===== src/rtl/nibble_serial_addsub_if.sv =====
// rtl/nibble_serial_addsub_if.sv - operand/result handshake bundle for the nibble-serial adder
interface nibble_serial_addsub_if #(
  parameter int NIBBLES = 4
);
  localparam int W = 4 * NIBBLES;

  // Operand side
  logic         in_valid;
  logic         in_ready;
  logic [W-1:0] a;
  logic [W-1:0] b;
  logic         sub;

  // Result side
  logic         out_valid;
  logic         out_ready;
  logic [W-1:0] sum;
  logic         carry_out;
  logic         overflow;

  // Status
  logic         busy;

  modport master (
    output in_valid, a, b, sub, out_ready,
    input  in_ready, out_valid, sum, carry_out, overflow, busy
  );

  modport slave (
    input  in_valid, a, b, sub, out_ready,
    output in_ready, out_valid, sum, carry_out, overflow, busy
  );
endinterface


===== src/rtl/nibble_serial_addsub.sv =====
// rtl/nibble_serial_addsub.sv - serial add/subtract processing one 4-bit slice per clock
module nibble_serial_addsub #(
  parameter int NIBBLES = 4
) (
  input  logic                    i_clk,
  input  logic                    i_rst_n,
  nibble_serial_addsub_if.slave   bus
);
  localparam int W  = 4 * NIBBLES;
  localparam int CW = (NIBBLES > 2) ? $clog2(NIBBLES) : 1;
  localparam logic [CW-1:0] LAST = CW'(NIBBLES - 1);

  typedef enum logic [1:0] {
    S_IDLE = 2'd0,
    S_RUN  = 2'd1,
    S_DONE = 2'd2
  } state_t;

  state_t        r_state;
  state_t        w_next;

  // Captured operands shift right one slice per RUN edge so slice 0 is always
  // the one being processed; the result shifts in from the top so that after
  // NIBBLES steps the first slice computed sits at bit 0.
  logic [W-1:0]  r_a;
  logic [W-1:0]  r_b;
  logic [W-1:0]  r_sum;
  logic          r_sub;
  logic          r_carry;
  logic          r_cout;
  logic          r_ovf;
  logic [CW-1:0] r_cnt;

  logic          w_accept;
  logic          w_step;
  logic          w_in_ready;
  logic          w_out_valid;
  logic          w_busy;
  logic          w_last;
  logic [3:0]    w_bx;
  logic [4:0]    w_slice;
  logic [3:0]    w_low;

  // Subtraction is A + ~B + 1: the inverted B slice here, the +1 via the carry
  // register loaded with Sub at accept time.
  assign w_bx    = r_b[3:0] ^ {4{r_sub}};
  assign w_slice = {1'b0, r_a[3:0]} + {1'b0, w_bx} + {4'b0, r_carry};
  // Carry into bit 3 of the slice; on the top slice this is the carry into the sign bit.
  assign w_low   = {1'b0, r_a[2:0]} + {1'b0, w_bx[2:0]} + {3'b0, r_carry};
  assign w_last  = (r_cnt == LAST);

  // FSM state register
  always_ff @(posedge i_clk or negedge i_rst_n) begin
    if (!i_rst_n) begin
      r_state <= S_IDLE;
    end else begin
      r_state <= w_next;
    end
  end

  // FSM next-state and handshake outputs
  always_comb begin
    w_next      = r_state;
    w_in_ready  = 1'b0;
    w_out_valid = 1'b0;
    w_busy      = 1'b0;
    w_accept    = 1'b0;
    w_step      = 1'b0;
    case (r_state)
      S_IDLE: begin
        w_in_ready = 1'b1;
        if (bus.in_valid) begin
          w_accept = 1'b1;
          w_next   = S_RUN;
        end
      end
      S_RUN: begin
        w_busy = 1'b1;
        w_step = 1'b1;
        if (w_last) begin
          w_next = S_DONE;
        end
      end
      S_DONE: begin
        w_out_valid = 1'b1;
        // Returning to IDLE only; a new accept happens on a later edge.
        if (bus.out_ready) begin
          w_next = S_IDLE;
        end
      end
      default: begin
        w_next = S_IDLE;
      end
    endcase
  end

  // Operand capture and per-slice arithmetic; nothing moves in IDLE-wait or DONE
  always_ff @(posedge i_clk or negedge i_rst_n) begin
    if (!i_rst_n) begin
      r_a     <= '0;
      r_b     <= '0;
      r_sum   <= '0;
      r_sub   <= 1'b0;
      r_carry <= 1'b0;
      r_cout  <= 1'b0;
      r_ovf   <= 1'b0;
      r_cnt   <= '0;
    end else if (w_accept) begin
      r_a     <= bus.a;
      r_b     <= bus.b;
      r_sub   <= bus.sub;
      r_carry <= bus.sub;
      r_cnt   <= '0;
    end else if (w_step) begin
      r_a     <= {4'b0, r_a[W-1:4]};
      r_b     <= {4'b0, r_b[W-1:4]};
      r_sum   <= {w_slice[3:0], r_sum[W-1:4]};
      r_carry <= w_slice[4];
      r_cnt   <= r_cnt + CW'(1);
      if (w_last) begin
        r_cout <= w_slice[4];
        r_ovf  <= w_low[3] ^ w_slice[4];
      end
    end
  end

  assign bus.in_ready  = w_in_ready;
  assign bus.out_valid = w_out_valid;
  assign bus.busy      = w_busy;
  assign bus.sum       = r_sum;
  assign bus.carry_out = r_cout;
  assign bus.overflow  = r_ovf;

endmodule

===== src/flat_wrapper.sv =====
// flat-port wrapper written by rule: the top's interface ports become plain ports
module nibble_serial_addsub_flat 
#(
  parameter int NIBBLES = 4
)
  (i_clk, i_rst_n, bus_in_valid, bus_a, bus_b, bus_sub, bus_out_ready, bus_in_ready, bus_out_valid, bus_sum, bus_carry_out, bus_overflow, bus_busy);
  nibble_serial_addsub_if #(.NIBBLES(NIBBLES)) bus_i ();
  input  logic i_clk;
  input  logic i_rst_n;
  input wire logic [$bits(bus_i.in_valid)-1:0] bus_in_valid;
  input wire logic [$bits(bus_i.a)-1:0] bus_a;
  input wire logic [$bits(bus_i.b)-1:0] bus_b;
  input wire logic [$bits(bus_i.sub)-1:0] bus_sub;
  input wire logic [$bits(bus_i.out_ready)-1:0] bus_out_ready;
  output wire logic [$bits(bus_i.in_ready)-1:0] bus_in_ready;
  output wire logic [$bits(bus_i.out_valid)-1:0] bus_out_valid;
  output wire logic [$bits(bus_i.sum)-1:0] bus_sum;
  output wire logic [$bits(bus_i.carry_out)-1:0] bus_carry_out;
  output wire logic [$bits(bus_i.overflow)-1:0] bus_overflow;
  output wire logic [$bits(bus_i.busy)-1:0] bus_busy;
  assign bus_i.in_valid = bus_in_valid;
  assign bus_i.a = bus_a;
  assign bus_i.b = bus_b;
  assign bus_i.sub = bus_sub;
  assign bus_i.out_ready = bus_out_ready;
  assign bus_in_ready = bus_i.in_ready;
  assign bus_out_valid = bus_i.out_valid;
  assign bus_sum = bus_i.sum;
  assign bus_carry_out = bus_i.carry_out;
  assign bus_overflow = bus_i.overflow;
  assign bus_busy = bus_i.busy;
  nibble_serial_addsub #(.NIBBLES(NIBBLES)) u_core (.i_clk(i_clk), .i_rst_n(i_rst_n), .bus(bus_i));
endmodule

===== config.mk =====
export PLATFORM = sky130hd
export DESIGN_NAME = nibble_serial_addsub_flat
export DESIGN_NICKNAME = d
export VERILOG_FILES = /design/src/rtl/nibble_serial_addsub_if.sv /design/src/rtl/nibble_serial_addsub.sv /design/src/flat_wrapper.sv
export SDC_FILE = /design/constraint.sdc
export NUM_CORES = 1
export LEC_CHECK = 0
export ABC_CLOCK_PERIOD_IN_PS = 2800
export BUFFER_PORTS_ARGS = -buffer_cell sky130_fd_sc_hd__clkbuf_2
export CORE_MARGIN = 2
export CORE_UTILIZATION = 40
export DETAILED_ROUTE_END_ITERATION = 8
export GPL_ROUTABILITY_DRIVEN = 0
export SLEW_MARGIN = 20
export SYNTH_ARGS = -nofsm -noshare
export SYNTH_HDL_FRONTEND = slang
export SYNTH_SLANG_ARGS = --single-unit

===== constraint.sdc =====
create_clock -name i_clk -period 2.8 [get_ports i_clk]
set_input_delay 0.28 -clock i_clk [delete_from_list [all_inputs] [get_ports i_clk]]
set_output_delay 0.28 -clock i_clk [all_outputs]
set_load 0.01 [all_outputs]

Word level (Yosys, flattened, before mapping)
Index checks and enable logic that the tools add are counted. W data, S select, Z words.

Add/subtract/negate cells: 5. Eq/ne operators: 6. Mux-type cells: 17. Bitwise operators: 3. Reduce and logical (&&, ||, !) cells: 5.

Operators by type and width (count): $mux W16 (4); $mux W2 (5); $mux W1 (7); $pmux W2 S3 (1); $reduce_and A3 Y1 (2); $add A4 B4 Y5 (1); $add A5 B1 Y5 (1); $add A3 B3 Y4 (1); $add A4 B1 Y4 (1); $eq A2 B2 Y1 const B (2); $ne A2 B2 Y1 const B (2); $xor A4 B4 Y4 (1); $add A2 B1 Y2 const B (1); $eq A2 B1 Y1 const B (1); $logic_not A2 Y1 (1); $ne A2 B1 Y1 const B (1); $reduce_and A2 Y1 (1); $reduce_bool A2 Y1 (1); $not A1 Y1 (1); $xor A1 B1 Y1 (1).

Bits in registers: 56. Bits of input ports: 37. Output and inout bits: 21. Word-level logic and storage cells: 45.

Depth between registers and ports, before layout
Depth in word-level cells: 5. Gate-level depth with buffers: 9. Mapped depth without buffers: 8.

Worst setup path before layout
Ideal clock, no wire load.

Path kind: reg-to-reg. From: register u_core.r_sub. To: register u_core.r_ovf (netlist: u_core.bus.overflow). Setup time: 127 ps. Data arrival time: 1918 ps. Required time: 2673 ps. Path slack: 755 ps. Stages on the path, launching flop included: 10. Buffers on the path: 1. Clock period less this slack: 2045 ps. Cell sequence: dfrtp_1 -> clkbuf_1 -> xnor2_1 -> fa_1 -> inv_1 -> fa_1 -> a21o_1 -> a21oi_1 -> xor2_1 -> o21ai_0.

Word-level cells in the longest chain between the ends: 4. Elaborated cells between the ends (all ways): 6. Classes of those cells: add/sub (4); bitwise (2).

RTL lines: start: declaration (line nibble_serial_addsub.sv:28) `logic r_sub;`; start signal: assignment (line nibble_serial_addsub.sv:111) `r_sub <= bus.sub;`; $xor A4 B4 Y4 * (line nibble_serial_addsub.sv:46) `assign w_bx = r_b[3:0] ^ {4{r_sub}};`; $add A4 B4 Y5 or $add A3 B3 Y4 (tied branches) (line nibble_serial_addsub.sv:47, nibble_serial_addsub.sv:49); $add A5 B1 Y5 or $add A4 B1 Y4 (tied branches) (line nibble_serial_addsub.sv:47, nibble_serial_addsub.sv:49); $xor A1 B1 Y1 * (line nibble_serial_addsub.sv:122) `r_ovf <= w_low[3] ^ w_slice[4];`; end signal: assignment (line nibble_serial_addsub.sv:122); end: declaration (line nibble_serial_addsub.sv:31) `logic r_ovf;`.

Mark *: on every way between the ends. The rest lies on a longest branch, timed or not. A chain may end at the register's enable or synchronous reset.

Worst setup path in the final report
Same ends and word-level chain as after synthesis.

==> results <==
- The number of synthesis warnings is 0.
- The clock latency of the later-clocked register in the worst-skew pair is between 0.3 and 0.4 ns.
- The actual transition at the worst max-transition pin is roughly 0.74 ns.
- The wire length of the first global-routing pass is slightly above 8 mm.
- The worst register-to-register path ends at u_core.bus.overflow.
- The clock-pin slew reported for the worst setup and hold paths after clock tree synthesis is 0.09 ns.
- The area of the core is about 5900 µm².
- In the synthesized netlist, mux cells make up 0.461% of the area.
- The count of cells resized by post-cts repair is 0.
- The floorplan row count is 28.
- The initial antenna violation count was 0.
- The highest achievable clock rate is 465 MHz.
- The TritonCTS clock tree is done.
- The worst reg2reg path depth is 8.
- By area, the combinational part of the netlist is dominated by simple AND/OR/NAND/NOR gates.
- Across the VDD grid, the largest voltage drop is 1.01 mV.
- Across all setup checks in the final design, the least slack found is about 0.65 ns.
- The average vias per placed instance is 4.86.
- The final number of hold-violating endpoints is 0.
- In the global route stage, overall resource usage came out at approximately 16%.
- The floorplan step set the die width to a little over 80 µm.
- The residual antenna-violating net count after detailed routing is 0.
- In this run the tool buffered the top-level ports with 57 buffer cells.
- The synthesis-to-layout area growth is 17.1%.
- The I/O pin total is 58.
- The setup check on the worst reg-to-reg path leaves a slack of roughly 0.65 ns.
- The maximum fanout count along the critical path is 5.
- The class of the most critical hold timing path is input port to async pin.
- Summed over all failing endpoints, the final setup total negative slack is 0 ns.
- The signal arrival time at the worst endpoint is ~2.3 ns.
- The worst setup path is captured at a flip-flop.
- Setup violations remaining at the end of the flow were counted as 0.
- Synthesis inferred 56 register bits.
- For this block, the via count after detailed routing is 1,861.
- Leaving out fill and tap cells, the most frequent cells in the layout are 111 x nand2_1, 57 x clkbuf_2, 56 x dfrtp_1, 24 x a22oi_1, 16 x o21ai_0.
- In the final layout, the share of cells above drive strength 1 is about a quarter.
- The die height is 82.2 µm.
- The number of max-slew violations in the final report is 0.
- The post-route DRC violation count is 0.
- Of the total synthesized cell area, the portion taken by AND, OR, NAND and NOR gates is ~20%.
- In this run the number of H-tree levels came out at 2.
- The clock root buffer is clkbuf_8.
- In this run the tightest slew margin relative to its limit is between 50 and 60%.
- The maximum number of pins on one net before global-route repair is 47.
- The tool flagged a number of max-cap violations equal to 0.
- After layout, the worst path uses roughly three quarters of the clock period.
- Sequential cells were found to cover a little under three fifths of the synthesized design area.
- The library cell used most frequently in the layout, excluding fill and tap cells, is nand2_1.
- The post-synthesis share of cell area spent on full adders, half adders and majority gates is ~3.7%.
- The number of buffers created by CTS is 5.
- The total number of nets in the final design is 350.
- The cell count after synthesis is ~260.
- The post-CTS setup buffer count is 0.
- The average cell area after synthesis is between 9 and 10 µm².
- The final layout contains routed wiring with a total length of 4.80 mm.
- The cell area reported after detailed placement is 2770 µm².
- The via count of the first global-routing pass was ~1,800.
- For this run the aggregate overflow at the end of global routing stands at 0.
- The initial utilization of the core area, before any placement, comes to between 40% and 50%.
- By area the synthesized netlist is led by dfrtp_1 57%, nand2_1 17%, a22oi_1 7.4%.
- The setup path with the least slack is of type flip-flop to flip-flop.
- The number of distinct library cells after synthesis is 27.
- The biggest area contributor in the post-synthesis netlist is dfrtp_1.
- The first detailed-routing pass took 4 iterations.
- The xor and xnor fraction of the mapped netlist area is under 10%.
- The run finished with clean final reports.
- The areal power density over the cells is roughly 1200 nW/µm².
- For this design, the CTS-stage hold fixing added 0 buffers.
- OpenSTA, run right after detailed placement, puts the worst setup slack at approximately 0.66 ns.
- The maximum buffer depth of the clock tree is 2.
- In the final routed layout, each cell accounts on average for approximately 13 µm.
- The fill cell instance count of the final layout is approximately 600.
- The startpoint identified for the worst register-to-register timing path is u_core.r_sub.
- The total standard cell area after synthesis is about 2400 µm².
- In the final layout, flip-flops and latches occupy around 1400 µm².
- Summed over all cells, the static leakage comes to 1.52 nW.
- The HPWL reported at the end of detailed placement is roughly 3.1 mm.
- The finished cells cover 2860 µm².
- Setup repair after global routing left no endpoint under its margin.
- The post-synthesis net count is 298.
- For the final database, setup skew stands at ~0.0043 ns.
- The die covers around 6800 µm².
- The critical path data required time is about 3 ns.
- Final hold analysis gives a worst-case slack of between 0.015 and 0.02 ns.
- The count of antenna diodes in the layout is 0.
- STA classifies the critical path startpoint as a flip-flop.
- Of the post-synthesis cell area, the dominant cell type holds a little under three fifths.
- The post-layout utilization of the core is 48.3%.
- The fraction of the mapped netlist area in compound gates is 12.1%.
- Summing all multi-input logic gate instances after layout gives between 900 and 1000 µm².
- Subtracting the final worst setup slack from the clock period gives approximately 2.1 ns.
- The number of sinks driven by the clock tree is 56.
- In this run, the number of DRC markers left after iteration 0 of detailed routing was a little over 90.
cells in the mapped netlist:
cell type  instances
a21o_1             1
a21oi_1            2
a221o_1            1
a22oi_1           24
buf_2              9
buf_4              3
buf_6              1
clkbuf_1           3
dfrtp_1           56
fa_1               2
ha_1               4
inv_1              3
inv_4              1
mux2_2             1
nand2_1          111
nand2_2            1
nand2b_1           2
nand3b_1           1
nor2_1             1
nor2_4             1
nor2b_1            1
nor3_1             1
nor3b_1            1
o21ai_0           16
o21bai_1           1
xnor2_1            3
xor2_1             4
stage by stage:
| stage | instances | total power, mW |
|---|---|---|
| finish | 383 | 3.47 |
| global route | 383 | 3.87 |
| CTS | 383 | 3.54 |
| detailed placement | 375 | 3.08 |
| global placement | 375 | 3.04 |
| floorplan | 255 | 2.68 |
routing by layer:
layer | wire length (µm) | share of wire, % | global-route usage [%] | vias to the layer above
li1 | - | - | - | 933
met1 | 2210 | 46 | 20.7 | 873
met2 | 2260 | 47 | 26.6 | 51
met3 | 259 | 5.4 | 4.46 | 4
met4 | 63 | 1.3 | 5.50 | 0
met5 | 0 | 0 | 0 | -
worst max-delay path, cell delays in order (launching register included):
cell and delay (ns):
dfrtp_1 0.46, xnor2_1 0.23, fa_1 0.23, inv_1 0.06, fa_1 0.39, a21o_1 0.19, a21oi_1 0.24, xor2_1 0.16
o21ai_0 0.08
logic make-up after synthesis:
family | Yosys count
compound gates | 45
buf+inv | 20
mux | 1
flops | 56
xor+xnor | 7
fa+ha+maj | 6
simple gates | 120
flip-flops by register name, summed over array words and instances, names as in the netlist:
name	flops
u_core.bus.carry_out	1
u_core.bus.overflow	1
u_core.bus.sum	16
u_core.r_a	16
u_core.r_b	16
u_core.r_carry	1
u_core.r_cnt	2
u_core.r_state	2
u_core.r_sub	1
report_power, final:
group	internal, mW	switching, mW
clock	0.198	0.252
sequential	1.19	0.223
combinational	0.636	0.980
total	2.02	1.45
worst max-delay path by stage:
stage,from,endpoint,slack (ns),cells after the start
5_1_grt,u_core.r_sub,u_core.bus.overflow,0.50,8
2_1_floorplan,u_core.r_sub,u_core.bus.overflow,0.76,9
6_report,u_core.r_sub,u_core.bus.overflow,0.65,8
3_3_place_gp,u_core.r_sub,u_core.bus.overflow,0.72,8
3_5_place_dp,u_core.r_sub,u_core.bus.overflow,0.66,8
4_1_cts,u_core.r_sub,u_core.bus.overflow,0.64,8
cell type report:
type	instances	area share, %
inverters	4	0.612
clock inverters	2	0.350
flip-flops and latches	56	49.0
clock buffers	6	2.89
repair buffers	61	11.0
well taps	75	3.28
multi-input cells	179	32.9
Note: power is estimated with default switching activity, not from simulation.
